[config.mk]
export PLATFORM = sky130hd
export DESIGN_NAME = note_sequencer
export DESIGN_NICKNAME = d
export VERILOG_FILES = /design/src/rtl/note_sequencer.sv
export SDC_FILE = /design/constraint.sdc
export NUM_CORES = 1
export LEC_CHECK = 0
export ABC_CLOCK_PERIOD_IN_PS = 4000
export BUFFER_PORTS_ARGS = -buffer_cell sky130_fd_sc_hd__buf_2
export CAP_MARGIN = 0
export CORE_MARGIN = 2
export CORE_UTILIZATION = 40
export CTS_BUF_LIST = sky130_fd_sc_hd__clkbuf_4
export DETAILED_ROUTE_END_ITERATION = 7
export PLACE_DENSITY = 0.66
export SLEW_MARGIN = 10
export SYNTH_ARGS = -nofsm -noshare
export SYNTH_HDL_FRONTEND = slang
export SYNTH_SLANG_ARGS = --single-unit
[constraint.sdc]
create_clock -name clk -period 4 [get_ports clk]
set_input_delay 0.2 -clock clk [delete_from_list [all_inputs] [get_ports clk]]
set_output_delay 0.2 -clock clk [all_outputs]
set_load 0.01 [all_outputs]
[src/rtl/note_sequencer.sv]
// Note sequencer: a FIFO of {tone, duration} notes played out as tone/enable to a wave
// generator, timed in prescaled ticks with a silent articulation gap after every note.
module note_sequencer #(
  parameter int unsigned FREQ      = 24000000,
  parameter int unsigned TICK_HZ   = 1000,
  parameter int unsigned DEPTH     = 8,
  parameter int unsigned GAP_TICKS = 1
) (
  input  logic       clk,
  input  logic       rst,
  input  logic       note_valid,
  input  logic [6:0] note_tone,
  input  logic [7:0] note_dur,
  output logic       note_ready,
  input  logic       run,
  input  logic       flush,
  output logic [6:0] tone,
  output logic       en,
  output logic       busy,
  output logic [3:0] level_cnt,
  output logic       done
);

  localparam int unsigned PRESCALE = FREQ / TICK_HZ;
  localparam int unsigned PW       = (PRESCALE > 1) ? $clog2(PRESCALE) : 1;
  localparam int unsigned AW       = (DEPTH > 1) ? $clog2(DEPTH) : 1;
  localparam int unsigned LW       = 4;
  localparam int unsigned TW       = 7;
  localparam int unsigned DW       = 8;

  typedef enum logic [1:0] {IDLE, PLAY, GAP} state_t;

  state_t            state, state_nxt;
  logic [TW+DW-1:0]  mem [DEPTH];
  logic [AW-1:0]     wr_ptr, rd_ptr;
  logic [PW-1:0]     presc;
  logic [DW-1:0]     ticks, ticks_nxt;
  logic [TW-1:0]     tone_nxt, head_tone;
  logic [DW-1:0]     head_dur;
  logic              en_nxt, busy_nxt, done_nxt;
  logic              wr_c, pop_c, take_c, clr_c, fetch_c, have_c, tick_c;

  // FIFO accepts only from registered occupancy, so a full FIFO refuses even on a pop cycle
  assign note_ready = (level_cnt < LW'(DEPTH)) && !flush;
  assign wr_c       = note_valid && note_ready;
  assign head_tone  = mem[rd_ptr][TW+DW-1:DW];
  assign head_dur   = mem[rd_ptr][DW-1:0];
  assign have_c     = run && (level_cnt != '0) && !flush;
  assign tick_c     = (presc == PW'(PRESCALE - 1));

  always_ff @(posedge clk) begin
    if (wr_c) mem[wr_ptr] <= {note_tone, note_dur};
  end

  always_ff @(posedge clk or posedge rst) begin
    if (rst) begin
      wr_ptr    <= '0;
      rd_ptr    <= '0;
      level_cnt <= '0;
    end else if (flush) begin
      wr_ptr    <= '0;
      rd_ptr    <= '0;
      level_cnt <= '0;
    end else begin
      if (wr_c)  wr_ptr <= wr_ptr + AW'(1);
      if (pop_c) rd_ptr <= rd_ptr + AW'(1);
      if (wr_c && !pop_c)      level_cnt <= level_cnt + LW'(1);
      else if (!wr_c && pop_c) level_cnt <= level_cnt - LW'(1);
    end
  end

  // State, timing counters and registered outputs
  always_ff @(posedge clk or posedge rst) begin
    if (rst) begin
      state <= IDLE;
      presc <= '0;
      ticks <= '0;
      tone  <= '0;
      en    <= 1'b0;
      busy  <= 1'b0;
      done  <= 1'b0;
    end else begin
      state <= state_nxt;
      ticks <= ticks_nxt;
      tone  <= tone_nxt;
      en    <= en_nxt;
      busy  <= busy_nxt;
      done  <= done_nxt;
      if (clr_c || tick_c || (state_nxt != state) || (state == IDLE)) presc <= '0;
      else                                                            presc <= presc + PW'(1);
    end
  end

  always_comb begin
    state_nxt = state;
    ticks_nxt = ticks;
    tone_nxt  = tone;
    en_nxt    = en;
    done_nxt  = 1'b0;
    pop_c     = 1'b0;
    take_c    = 1'b0;
    clr_c     = 1'b0;
    fetch_c   = 1'b0;
    case (state)
      IDLE: take_c = have_c;
      PLAY, GAP: begin
        if (!run) begin
          state_nxt = IDLE;
          tone_nxt  = '0;
          en_nxt    = 1'b0;
        end else if (tick_c) begin
          if (ticks == DW'(1)) begin
            if ((state == PLAY) && (GAP_TICKS != 0)) begin
              state_nxt = GAP;
              en_nxt    = 1'b0;
              ticks_nxt = DW'(GAP_TICKS);
              clr_c     = 1'b1;
            end else begin
              fetch_c = 1'b1;
            end
          end else begin
            ticks_nxt = ticks - DW'(1);
          end
        end
      end
      default: begin
        state_nxt = IDLE;
        tone_nxt  = '0;
        en_nxt    = 1'b0;
      end
    endcase
    // End of a note: fall silent unless another entry is ready to load
    if (fetch_c) begin
      state_nxt = IDLE;
      tone_nxt  = '0;
      en_nxt    = 1'b0;
      clr_c     = 1'b1;
      take_c    = have_c;
      done_nxt  = !have_c;
    end
    // Zero-length entries are popped and dropped without touching the outputs
    if (take_c) begin
      pop_c = 1'b1;
      if (head_dur != '0) begin
        state_nxt = PLAY;
        tone_nxt  = head_tone;
        en_nxt    = (head_tone != '0);
        ticks_nxt = head_dur;
        clr_c     = 1'b1;
      end
    end
    busy_nxt = (state_nxt != IDLE);
  end

endmodule

==> impl_summary.txt, run 1 <==
----------------------------------------------------
[Placed design]
  DP Worst Slack ... around 0.46 ns
  Cells after DPL ... about 750
  Sum of net half-perimeters after detailed placement ... 9850 um
  Number of port buffers ... 34
  GPL Wtd Cong ... 0.874

[Synth]
  Number of enable flip-flop cells after synthesis ... 120
  Mapped Cells ... 493
  FF+latch count, synth ... around 170
  Syn_area_per_cell ... ~15 um2
  Prevailing post-synth register cell ... sky130_fd_sc_hd__edfxtp_1
  Post-synthesis instance area ... around 7300 um2
  Net Count, Synth ... 525
  Sequential-to-total area share from yosys stat ... 64.9%
  Number of different library cells in the post-synthesis netlist ... 58
  Fraction of registers with async set or reset after synthesis ... between 20% and 30%
  Number of warnings reported in the yosys synthesis log ... 0

[Route]
  Post-route DRC ... 0
  DRC violation total after the first TritonRoute iteration ... ~350
  Routed WL ... between 10,000 and 15,000 um
  M1 wire length ... about 6600 um
  Met2 wirelength from detailed routing ... approximately 7400 um
  Average wire length per cell after detail routing ... ~19 um
  Number of routed nets with antenna violations ... 0
  Vias/cell ... between 5 and 6
  Length of the first detailed-routing pass in iterations ... 5
  Topmost layer with routed signal wires ... met4
  Overall via count from detail_route ... about 4,300
  Sum of met3 wire segment lengths after detailed routing ... about 580 um

[Worst hold path]
  Origin of the worst min-delay path ... run
  Worst min path class ... in -> reg
  Hold endpoint ... done$_DFF_PP0_
  Number of instances on the worst hold path ... 3

[Worst setup path]
  Arrival time reported for the critical path endpoint ... 4.04 ns
  Critical path endpoint category ... register
  CP Data Required Time ... 4.44 ns
  Slowest stage cell, crit path ... sky130_fd_sc_hd__or4b_4
  Top cell family by delay on the critical path ... simple AND/OR/NAND/NOR gates
  Max FO, Critical Path ... 17
  Slowest stage delay, CP ... 0.58 ns
  Worst path buffer plus inverter count ... 1
  Path type of the worst setup path ... reg -> reg
  Worst reg2reg path endpoint ... level_cnt[1]$_DFFE_PP0P_
  Chain of cells forming the critical path ... or4b_4 -> nor4_4 -> a31oi_2 -> or2_1 -> nand2_1 -> inv_1 -> fa_1 -> or4_1 -> o311ai_0
  Reg2reg start ... presc[6]$_DFF_PP0_
  Cell count of the worst reg-to-reg path ... 9
  Slack of the worst reg-to-reg path ... roughly 0.40 ns
  Critical Path Source Type ... register

[Floorplanning]
  Standard cell core area ... about 18,000 um2
  Count of pins on the block boundary ... 35
  Floorplan die width ... roughly 140 um
  Starting Density ... between 40% and 50%
  Die Y-Extent ... around 140 um
  Die Outline Area ... roughly 19,000 um2
  Cell row count ... 49

[Clock tree]
  Root Buffer Master ... sky130_fd_sc_hd__clkbuf_4
  CTS clk-pin slew, worst paths ... around 0.13 ns
  Clock sink total ... 165
  Count of hold-fix buffers inserted at cts ... 18
  Buffers inserted by post-CTS timing repair ... 0
  CTS buffer count ... 17
  CTS H-Tree Depth ... 4
  Post-CTS resize count ... 0
  Buffer depth of the longest clock path ... 2
  TritonCTS clock tree ... yes
  Clk_lat worst skew ... between 0.5 and 0.6 ns

[Cells and area]
  Final Non-Filler Cells ... between 700 and 800
  Synthesis-to-layout area growth ... 12.8%
  Count of fill cells added during filler insertion ... 1,613
  Final layout net count ... 587
  Total inserted antenna cells ... 0
  Core occupancy in the finished layout ... 45.9%
  Share of post-route cells with drive strength above 1 ... 20.4%

[STA]
  Post-route fraction of the period consumed by the critical path ... between 80% and 90%
  Timing-limited maximum frequency ... 278 MHz
  Final-report max-slew violation count ... 0
  Post-Route Skew ... approximately 0.024 ns
  RSZ-0062 raised after global routing ... no
  Final critical path time including I/O delays and setup ... 3.60 ns
  Setup_tns ... 0 ns
  Headroom to the max-slew limit ... a little under a third
  Slew at the pin closest to its max-slew limit ... between 1 and 1.5 ns
  Post-route setup slack ... ~0.40 ns
  Number of failing setup endpoints in the final timing report ... 0
  Final Hold Fails ... 0

[GRT]
  Number of global-route vias before repair ... 4,582
  Overall global routing resource usage ... approximately 16%
  Global-route wire length before repair ... approximately 24,000 um
  Maximum number of pins on one net before global-route repair ... 46
  Remaining global-route overflow ... 0
  Antenna violations before repair ... 0

[Power]
  Post-layout total power ... 4.28 mW
  Leakage component of the power ... just under 3 nW
  Pwr dens ... 521 nW/um2
  Peak ir drop on the vdd network ... roughly 0.00025 V

[Job]
  Maximum Capacitance Violations ... 0

[Outcome]
  Status ... finished, final reports clean

----------------------------------------------------
==> layer usage <==
layer  global-route usage [%]  up-vias
met5                        0        -
met2                     27.5      100
met1                     21.1     2195
li1                         -     2028
met3                     4.01       20
met4                     4.78        0
==> stage by stage <==
| step | hold WS [ns] | area, um2 |
|---|---|---|
| 2_1_floorplan | 0.299 | 7290 |
| 3_3_place_gp | 0.457 | 7760 |
| 3_5_place_dp | 0.471 | 7760 |
| 4_1_cts | 0.151 | 8220 |
| 5_1_grt | 0.187 | 8220 |
| 6_report | 0.204 | 8220 |
==> synth_stat cells, drive strengths merged (2+ instances only) <==
master	n	share of area, %
a21o	2	0.21
a21oi	6	0.41
a22oi	6	0.62
a31oi	4	0.43
and2	2	0.17
and4	2	0.24
buf	12	0.86
clkbuf	7	0.36
dfrtp	45	15
edfxtp	120	49
ha	11	1.9
inv	12	0.62
mux2	2	0.31
mux2i	28	3.8
mux4	24	7.4
nand2	25	1.3
nand2b	10	0.86
nand3	14	0.96
nand3b	3	0.31
nand4	7	0.60
nor2	43	2.2
nor2b	4	0.34
nor3	14	0.96
nor3b	4	0.41
nor4	5	0.84
o21ai	14	1.0
o2bb2ai	7	0.84
o311ai	5	0.70
o31ai	4	0.41
o32ai	2	0.24
or2	3	0.26
or3	4	0.34
or4	5	0.57
xnor2	13	1.6
xor2	9	1.1
==> flip-flops by register name, summed over array words and instances, names as in the netlist <==
| name | flops |
|---|---|
| mem | 120 |
| rd_ptr | 3 |
| level_cnt | 4 |
| en | 1 |
| wr_ptr | 3 |
| ticks | 8 |
| busy | 1 |
| presc | 15 |
| done | 1 |
| state | 2 |
| tone | 7 |
==> cell usage in the layout (no fill, tap or decap), types with 4 or more instances in the layout <==
cell type,instances
sky130_fd_sc_hd__a21oi_1,6
sky130_fd_sc_hd__a22oi_1,6
sky130_fd_sc_hd__buf_2,34
sky130_fd_sc_hd__buf_4,10
sky130_fd_sc_hd__clkbuf_4,18
sky130_fd_sc_hd__dfrtp_1,43
sky130_fd_sc_hd__dlygate4sd3_1,18
sky130_fd_sc_hd__edfxtp_1,120
sky130_fd_sc_hd__ha_1,11
sky130_fd_sc_hd__inv_1,11
sky130_fd_sc_hd__inv_6,4
sky130_fd_sc_hd__mux2i_1,28
sky130_fd_sc_hd__mux4_2,24
sky130_fd_sc_hd__nand2_1,25
sky130_fd_sc_hd__nand2b_1,10
sky130_fd_sc_hd__nand3_1,14
sky130_fd_sc_hd__nand4_1,7
sky130_fd_sc_hd__nor2_1,43
sky130_fd_sc_hd__nor2b_1,4
sky130_fd_sc_hd__nor3_1,12
sky130_fd_sc_hd__nor3b_1,4
sky130_fd_sc_hd__o21ai_0,13
sky130_fd_sc_hd__o2bb2ai_1,7
sky130_fd_sc_hd__o311ai_0,4
sky130_fd_sc_hd__o31ai_1,4
sky130_fd_sc_hd__or3_1,4
sky130_fd_sc_hd__or4_1,4
sky130_fd_sc_hd__xnor2_1,13
sky130_fd_sc_hd__xor2_1,9
==> how the worst max path moves through the flow <==
| stage | cells past startpoint | to | startpoint | slack [ns] |
|---|---|---|---|---|
| after CTS | 9 | level_cnt[1]$_DFFE_PP0P_ | presc[6]$_DFF_PP0_ | 0.42 |
| after global routing | 9 | level_cnt[1]$_DFFE_PP0P_ | presc[6]$_DFF_PP0_ | 0.21 |
| final | 9 | level_cnt[1]$_DFFE_PP0P_ | presc[6]$_DFF_PP0_ | 0.40 |
| after global placement | 10 | level_cnt[3]$_DFFE_PP0P_ | presc[6]$_DFF_PP0_ | 0.60 |
| after detailed placement | 9 | level_cnt[1]$_DFFE_PP0P_ | presc[6]$_DFF_PP0_ | 0.46 |
| after floorplan | 12 | level_cnt[3]$_DFFE_PP0P_ | presc[6]$_DFF_PP0_ | 0.68 |
==> logic make-up after synthesis <==
| group | Yosys count | synth area share, % |
|---|---|---|
| buf+inv | 32 | 1.89 |
| xor+xnor | 22 | 2.64 |
| compound gates | 60 | 6.13 |
| fa+ha+maj | 12 | 2.16 |
| flops | 165 | 64.9 |
| mux | 54 | 11.6 |
| simple gates | 148 | 10.8 |
==> tightest hold or removal path: stages <==
cell and delay [ns]:
sky130_fd_sc_hd__buf_2 0.12, sky130_fd_sc_hd__nand3b_1 0.19, sky130_fd_sc_hd__and3_1 0.20
==> area by class of cell <==
| class | instances | area [um2] | area share [%] |
|---|---|---|---|
| Inverter | 13 | 48.8 | 0.593 |
| Clock inverter | 14 | 148 | 1.80 |
| Sequential cell | 165 | 4730 | 57.5 |
| Tap cell | 229 | 287 | 3.48 |
| Clock buffer | 18 | 135 | 1.64 |
| Timing Repair Buffer | 62 | 425 | 5.17 |
| Multi-Input combinational cell | 296 | 2450 | 29.8 |
==> report_power, final <==
group / internal [mW] / switching (mW) / leakage, nW / total (mW)
logic: 0.523 / 0.619 / 1.11 / 1.14
clock network: 0.384 / 0.576 / 0.151 / 0.960
registers: 1.99 / 0.185 / 1.68 / 2.18
total: 2.90 / 1.38 / 2.95 / 4.28
No activity file was read; power rests on OpenSTA's default activity.
==> run 2, diff against run 1 <==
--- a/config.mk
+++ b/config.mk
@@ -10,7 +10,7 @@
 export CAP_MARGIN = 0
 export CORE_MARGIN = 2
 export CORE_UTILIZATION = 40
-export CTS_BUF_LIST = sky130_fd_sc_hd__clkbuf_4
+export CTS_BUF_LIST = sky130_fd_sc_hd__clkbuf_8
 export DETAILED_ROUTE_END_ITERATION = 7
 export PLACE_DENSITY = 0.66
 export SLEW_MARGIN = 10
==> run 2 against run 1 <==
Effect of this change: critical path depth unchanged; final cell count down 0.75%; clock skew down 0.0042 ns; setup slack better by 0.021 ns; power up 4.5%; clock power up 21%; sequential power about the same; wire length about the same; sequential cell count unchanged; register-to-register slack better by 0.02 ns; critical path type unchanged; highest routed layer unchanged.
==> impl_summary.txt, run 2 (synthesis gave the netlist of run 1 again) <==
----------------------------------------------------
[Clock tree]
  Count of hold-fix buffers inserted at cts ... 12
  Clock sink total ... 165
  CTS clk-pin slew, worst paths ... 0.08 ns
  TritonCTS clock tree ... yes
  Clk_lat worst skew ... 0.46 ns
  Buffer depth of the longest clock path ... 2
  CTS buffer count ... 17
  Buffers inserted by post-CTS timing repair ... 0
  Root Buffer Master ... sky130_fd_sc_hd__clkbuf_8
  CTS H-Tree Depth ... 4
  Post-CTS resize count ... 0

[STA]
  Final-report max-slew violation count ... 0
  Setup_tns ... 0 ns
  Post-route setup slack ... approximately 0.42 ns
  Final critical path time including I/O delays and setup ... 3.58 ns
  RSZ-0062 raised after global routing ... no
  Final Hold Fails ... 0
  Post-Route Skew ... 0.0201 ns
  Timing-limited maximum frequency ... ~280 MHz
  Slew at the pin closest to its max-slew limit ... just over 1 ns
  Headroom to the max-slew limit ... between 30 and 40%
  Number of failing setup endpoints in the final timing report ... 0
  Post-route fraction of the period consumed by the critical path ... approximately nine tenths

[Floorplanning]
  Cell row count ... slightly below 50
  Die Y-Extent ... about 140 um
  Floorplan die width ... around 140 um
  Count of pins on the block boundary ... 35
  Die Outline Area ... ~19,000 um2
  Starting Density ... between 40 and 50%
  Standard cell core area ... between 15,000 and 20,000 um2

[Worst hold path]
  Origin of the worst min-delay path ... note_tone[3]
  Number of instances on the worst hold path ... 1
  Worst min path class ... in -> reg
  Hold endpoint ... mem[6][11]$_DFFE_PP_

[Worst setup path]
  Cell count of the worst reg-to-reg path ... 9
  CP Data Required Time ... roughly 4.3 ns
  Path type of the worst setup path ... reg -> reg
  Worst reg2reg path endpoint ... level_cnt[1]$_DFFE_PP0P_
  Slack of the worst reg-to-reg path ... around 0.42 ns
  Reg2reg start ... presc[6]$_DFF_PP0_
  Max FO, Critical Path ... 17
  Critical path endpoint category ... register
  Arrival time reported for the critical path endpoint ... 3.91 ns
  Start point of the critical path ... presc[6]$_DFF_PP0_
  Critical Path Source Type ... register

[Route]
  Average wire length per cell after detail routing ... around 19 um
  Post-route DRC ... 0
  Routed WL ... approximately 15,000 um
  Length of the first detailed-routing pass in iterations ... 5
  Vias/cell ... roughly 5.5
  Overall via count from detail_route ... ~4,300
  Number of routed nets with antenna violations ... 0
  DRC violation total after the first TritonRoute iteration ... between 300 and 400

[Placed design]
  Sum of net half-perimeters after detailed placement ... roughly 9900 um
  GPL Wtd Cong ... ~0.87
  Number of port buffers ... 34
  DP Worst Slack ... 0.457 ns

[GRT]
  Number of global-route vias before repair ... about 4,600
  Antenna violations before repair ... 0
  Global-route wire length before repair ... 24,600 um
  Maximum number of pins on one net before global-route repair ... 46
  Remaining global-route overflow ... 0
  Overall global routing resource usage ... 16.4%

[Job]
  Maximum Capacitance Violations ... 0

[Cells and area]
  Total inserted antenna cells ... 0
  Share of post-route cells with drive strength above 1 ... roughly 20%
  Final layout net count ... between 500 and 600
  Synthesis-to-layout area growth ... 13.3%
  Largest registers ... mem x120, presc x15, ticks x8
  Commonest non-fill, non-tap cell in the layout ... sky130_fd_sc_hd__edfxtp_1
  Number of flip-flops in the largest register ... 120
  Top library cells by usage in the layout, fill and taps aside ... sky130_fd_sc_hd__edfxtp_1 (120), sky130_fd_sc_hd__nor2_1 (43), sky130_fd_sc_hd__dfrtp_1 (43), sky130_fd_sc_hd__buf_2 (34), sky130_fd_sc_hd__mux2i_1 (28)
  Biggest register ... mem

[Power]
  Post-layout total power ... around 4.5 mW
  Pwr dens ... ~540 nW/um2
  Leakage component of the power ... approximately 3 nW
  Peak ir drop on the vdd network ... ~0.00028 V

[Outcome]
  Status ... finished, final reports clean

----------------------------------------------------
==> run 2: changes by cell type in the layout (fill, tap and decap cells not counted) <==
cell / previous run / this run
sky130_fd_sc_hd__clkbuf_4: 18 / 0
sky130_fd_sc_hd__inv_1: 11 / 12
sky130_fd_sc_hd__dlygate4sd3_1: 18 / 12
sky130_fd_sc_hd__clkbuf_8: 0 / 17
==> run 2: layout make-up <==
class	count	area (um2)
fillers	1611	9640
flip-flops and latches	165	4730
multi-input cells	296	2450
repair buffers	56	365
well taps	229	287
clock buffers	17	234
clock inverters	15	151
inverters	13	48.8
==> run 2: worst max-delay path, stage by stage (launching register included) <==
cell and delay (ns):
sky130_fd_sc_hd__dfrtp_1 0.48, sky130_fd_sc_hd__or4b_4 0.58, sky130_fd_sc_hd__nor4_4 0.40, sky130_fd_sc_hd__a31oi_2 0.21
sky130_fd_sc_hd__or2_1 0.45, sky130_fd_sc_hd__nand2_1 0.20, sky130_fd_sc_hd__inv_1 0.07, sky130_fd_sc_hd__fa_1 0.46
sky130_fd_sc_hd__or4_1 0.51, sky130_fd_sc_hd__o311ai_0 0.10
==> run 2: per-stage QoR <==
step | cell area [um2] | util, % | cells | hold WS [ns]
floorplan | 7290 | - | 493 | 0.299
global placement | 7760 | 43.3 | 747 | 0.457
detailed placement | 7760 | 43.3 | 747 | 0.471
CTS | 8270 | 46.2 | 791 | 0.00942
global route | 8270 | 46.2 | 791 | 0.00509
finish | 8270 | 46.2 | 791 | 0.0329
==> run 2: where the power goes <==
part           internal, mW  switching [mW]  leakage (nW)
logic                 0.519           0.614          1.09
registers              1.99           0.186          1.68
clock network         0.557           0.603         0.195
total                  3.07            1.40          2.97
==> run 2: worst max path at each step <==
stage / slack, ns / cells after the start / end
floorplan: 0.68 / 12 / level_cnt[3]$_DFFE_PP0P_
global placement: 0.60 / 10 / level_cnt[3]$_DFFE_PP0P_
detailed placement: 0.46 / 9 / level_cnt[1]$_DFFE_PP0P_
CTS: 0.43 / 9 / level_cnt[1]$_DFFE_PP0P_
global route: 0.23 / 9 / level_cnt[1]$_DFFE_PP0P_
finish: 0.42 / 9 / level_cnt[1]$_DFFE_PP0P_
==> run 2: layer usage <==
layer | routed length (um) | vias to the layer above | part of all wire [%] | GRT usage [%]
met2 | 7500 | 114 | 51 | 27.6
met5 | 0 | - | 0 | 0
met4 | 233 | 0 | 1.6 | 5.90
met1 | 6420 | 2182 | 43 | 21.1
li1 | - | 2015 | - | -
met3 | 645 | 20 | 4.4 | 3.59
==> run 3, diff against run 2 <==
--- a/config.mk
+++ b/config.mk
@@ -9,10 +9,10 @@
 export BUFFER_PORTS_ARGS = -buffer_cell sky130_fd_sc_hd__buf_2
 export CAP_MARGIN = 0
 export CORE_MARGIN = 2
-export CORE_UTILIZATION = 40
+export CORE_UTILIZATION = 55
 export CTS_BUF_LIST = sky130_fd_sc_hd__clkbuf_8
 export DETAILED_ROUTE_END_ITERATION = 7
-export PLACE_DENSITY = 0.66
+export PLACE_DENSITY = 0.83
 export SLEW_MARGIN = 10
 export SYNTH_ARGS = -nofsm -noshare
 export SYNTH_HDL_FRONTEND = slang
==> run 3 against run 2 <==
Effect of this change: critical path depth rose by 1; sequential share of layout area is 0.95 points higher; clock power down 14%; utilization up 16 points; sequential cell count stayed put; sequential power hardly changed; critical endpoint is now level_cnt[3]$_DFFE_PP0P_; largest power group unchanged; highest routed layer unchanged.
==> impl_summary.txt, run 3 (synthesis gave the netlist of run 1 again) <==
----------------------------------------------------
[Cells and area]
  Top library cells by usage in the layout, fill and taps aside ... sky130_fd_sc_hd__edfxtp_1 (120), sky130_fd_sc_hd__dfrtp_1 (43), sky130_fd_sc_hd__nor2_1 (38), sky130_fd_sc_hd__buf_2 (34), sky130_fd_sc_hd__mux2i_1 (28)
  Commonest non-fill, non-tap cell in the layout ... sky130_fd_sc_hd__edfxtp_1
  Final layout net count ... 580
  Total inserted antenna cells ... 0
  Largest registers ... mem x120, presc x15, ticks x8
  Synthesis-to-layout area growth ... 11.5%
  Count of fill cells added during filler insertion ... 960
  Share of post-route cells with drive strength above 1 ... approximately a fifth
  Biggest register ... mem
  Number of flip-flops in the largest register ... 120

[GRT]
  Number of global-route vias before repair ... ~4,500
  Remaining global-route overflow ... 0
  Antenna violations before repair ... 0
  Overall global routing resource usage ... between 20% and 30%
  Maximum number of pins on one net before global-route repair ... 46
  Global-route wire length before repair ... approximately 23,000 um

[Route]
  Routed WL ... 14,400 um
  Average wire length per cell after detail routing ... 19.6 um
  Overall via count from detail_route ... about 4,400
  Length of the first detailed-routing pass in iterations ... 5
  Vias/cell ... between 5 and 6
  Post-route DRC ... 0
  Number of routed nets with antenna violations ... 0
  DRC violation total after the first TritonRoute iteration ... 316

[Placed design]
  Number of port buffers ... 34
  GPL Wtd Cong ... about 0.9
  Sum of net half-perimeters after detailed placement ... 9440 um

[STA]
  Setup_tns ... 0 ns
  Final-report max-slew violation count ... 0
  Final Hold Fails ... 0
  Number of failing setup endpoints in the final timing report ... 0
  Post-Route Skew ... approximately 0.0092 ns
  Final critical path time including I/O delays and setup ... 3.61 ns
  Slew at the pin closest to its max-slew limit ... ~1.0 ns
  Post-route fraction of the period consumed by the critical path ... 90.1%
  RSZ-0062 raised after global routing ... no
  Timing-limited maximum frequency ... between 200 and 300 MHz
  Headroom to the max-slew limit ... 31.5%

[Worst setup path]
  Slowest stage cell, crit path ... sky130_fd_sc_hd__or4_4
  Path type of the worst setup path ... reg -> reg
  Chain of cells forming the critical path ... or4_4 -> nor4_4 -> a31oi_2 -> or2_1 -> nand2_1 -> ha_1 -> a21o_1 -> a21o_1 -> or4_1 -> a31oi_1
  CP Data Required Time ... 4.37 ns
  Worst reg2reg path endpoint ... level_cnt[3]$_DFFE_PP0P_
  Worst path buffer plus inverter count ... 0
  Critical path's most frequent cell ... sky130_fd_sc_hd__a21o_1
  Slack of the worst reg-to-reg path ... 0.39 ns
  Slowest stage delay, CP ... roughly 0.6 ns
  Cell count of the worst reg-to-reg path ... 10
  Top cell family by delay on the critical path ... simple AND/OR/NAND/NOR gates
  Critical path endpoint category ... register
  Arrival time reported for the critical path endpoint ... 3.98 ns
  Reg2reg start ... ticks[2]$_DFF_PP0_
  Max FO, Critical Path ... 17
  Critical Path Source Type ... register

[Power]
  Leakage component of the power ... roughly 3 nW
  Pwr dens ... about 530 nW/um2
  Relative contribution of the clock network to total power ... 23.2%
  Switching share of power ... around 32%
  Portion of total power attributed to combinational logic ... between 20% and 30%
  Net switching component of the power ... about 1.4 mW
  Post-layout total power ... 4.33 mW
  Peak ir drop on the vdd network ... about 0.00038 V
  Internal power summed over all cells ... 2.94 mW
  Reg power frac ... roughly 51%

[Worst hold path]
  Worst min path class ... in -> reg
  Number of instances on the worst hold path ... 1
  Hold endpoint ... mem[2][3]$_DFFE_PP_
  Origin of the worst min-delay path ... note_dur[3]

[Floorplanning]
  Standard cell core area ... between 10,000 and 15,000 um2
  Die Outline Area ... between 10,000 and 15,000 um2
  Count of pins on the block boundary ... 35
  Starting Density ... a little under three fifths
  Cell row count ... 42
  Die Y-Extent ... 119 um
  Floorplan die width ... 119 um

[Job]
  Maximum Capacitance Violations ... 0

[Clock tree]
  Root Buffer Master ... sky130_fd_sc_hd__clkbuf_8
  CTS H-Tree Depth ... 4
  Clock sink total ... around 170
  Post-CTS resize count ... 0
  Buffer depth of the longest clock path ... 2
  TritonCTS clock tree ... yes
  CTS buffer count ... 17
  Clk_lat worst skew ... about 0.46 ns
  CTS clk-pin slew, worst paths ... 0.08 ns

[Outcome]
  Status ... finished, final reports clean

----------------------------------------------------
==> run 3: cell types whose count changed in the layout (fill, tap and decap cells not counted), sizes merged <==
cell / before / now
buf: 44 / 41
bufinv: 2 / 0
clkinv: 6 / 8
dlygate4sd3: 12 / 14
clkinvlp: 2 / 1
inv: 18 / 17
==> run 3: worst max-delay path by stage <==
stage	startpoint	to	slack, ns	cells past startpoint
floorplan	presc[6]$_DFF_PP0_	level_cnt[3]$_DFFE_PP0P_	0.68	12
global placement	presc[6]$_DFF_PP0_	level_cnt[3]$_DFFE_PP0P_	0.62	10
detailed placement	ticks[2]$_DFF_PP0_	level_cnt[3]$_DFFE_PP0P_	0.46	10
CTS	ticks[2]$_DFF_PP0_	level_cnt[3]$_DFFE_PP0P_	0.43	10
global route	presc[6]$_DFF_PP0_	level_cnt[3]$_DFFE_PP0P_	0.25	10
finish	ticks[2]$_DFF_PP0_	level_cnt[3]$_DFFE_PP0P_	0.39	10
==> run 3: power groups by stage <==
stage / Combinational [mW] / Sequential, mW / Clock (mW)
floorplan: 0.858 / 2.15 / 0
global placement: 1.08 / 2.21 / 0
detailed placement: 1.13 / 2.23 / 0
CTS: 1.15 / 2.19 / 1.02
global route: 1.26 / 2.22 / 1.09
finish: 1.14 / 2.19 / 1.00
==> run 3: metrics by stage <==
step           setup WS [ns]  cell area [um2]  util, %  hold WS (ns)  std cells
2_1_floorplan          0.680             7290        -         0.299        493
3_3_place_gp           0.624             7670     58.6         0.450        691
3_5_place_dp           0.461             7670     58.6         0.466        691
4_1_cts                0.434             8130     62.1       0.00253        735
5_1_grt                0.252             8130     62.1        0.0118        735
6_report               0.395             8130     62.1        0.0280        735
==> run 3: layout make-up <==
type	count	area (um2)	share of cell area, %
clock inverters	13	85.1	1.05
clock buffers	17	234	2.88
flip-flops and latches	165	4730	58.2
well taps	176	220	2.71
repair buffers	55	363	4.46
inverters	13	48.8	0.600
multi-input cells	296	2450	30.1
==> run 3: per-layer routing <==
layer,track usage (%),vias to the layer above,share of wire (%)
met3,5.89,30,5.0
met2,37.1,141,52
met4,7.44,0,1.9
met1,27.4,2206,41
li1,-,2016,-
met5,0,-,0
==> run 3: timing repair <==
| action | 4_1_cts | 5_1_grt |
|---|---|---|
| hold buffers | 14 | 0 |
| hold endpoints to repair | 148 | 0 |
| buffers inserted | 0 | 0 |
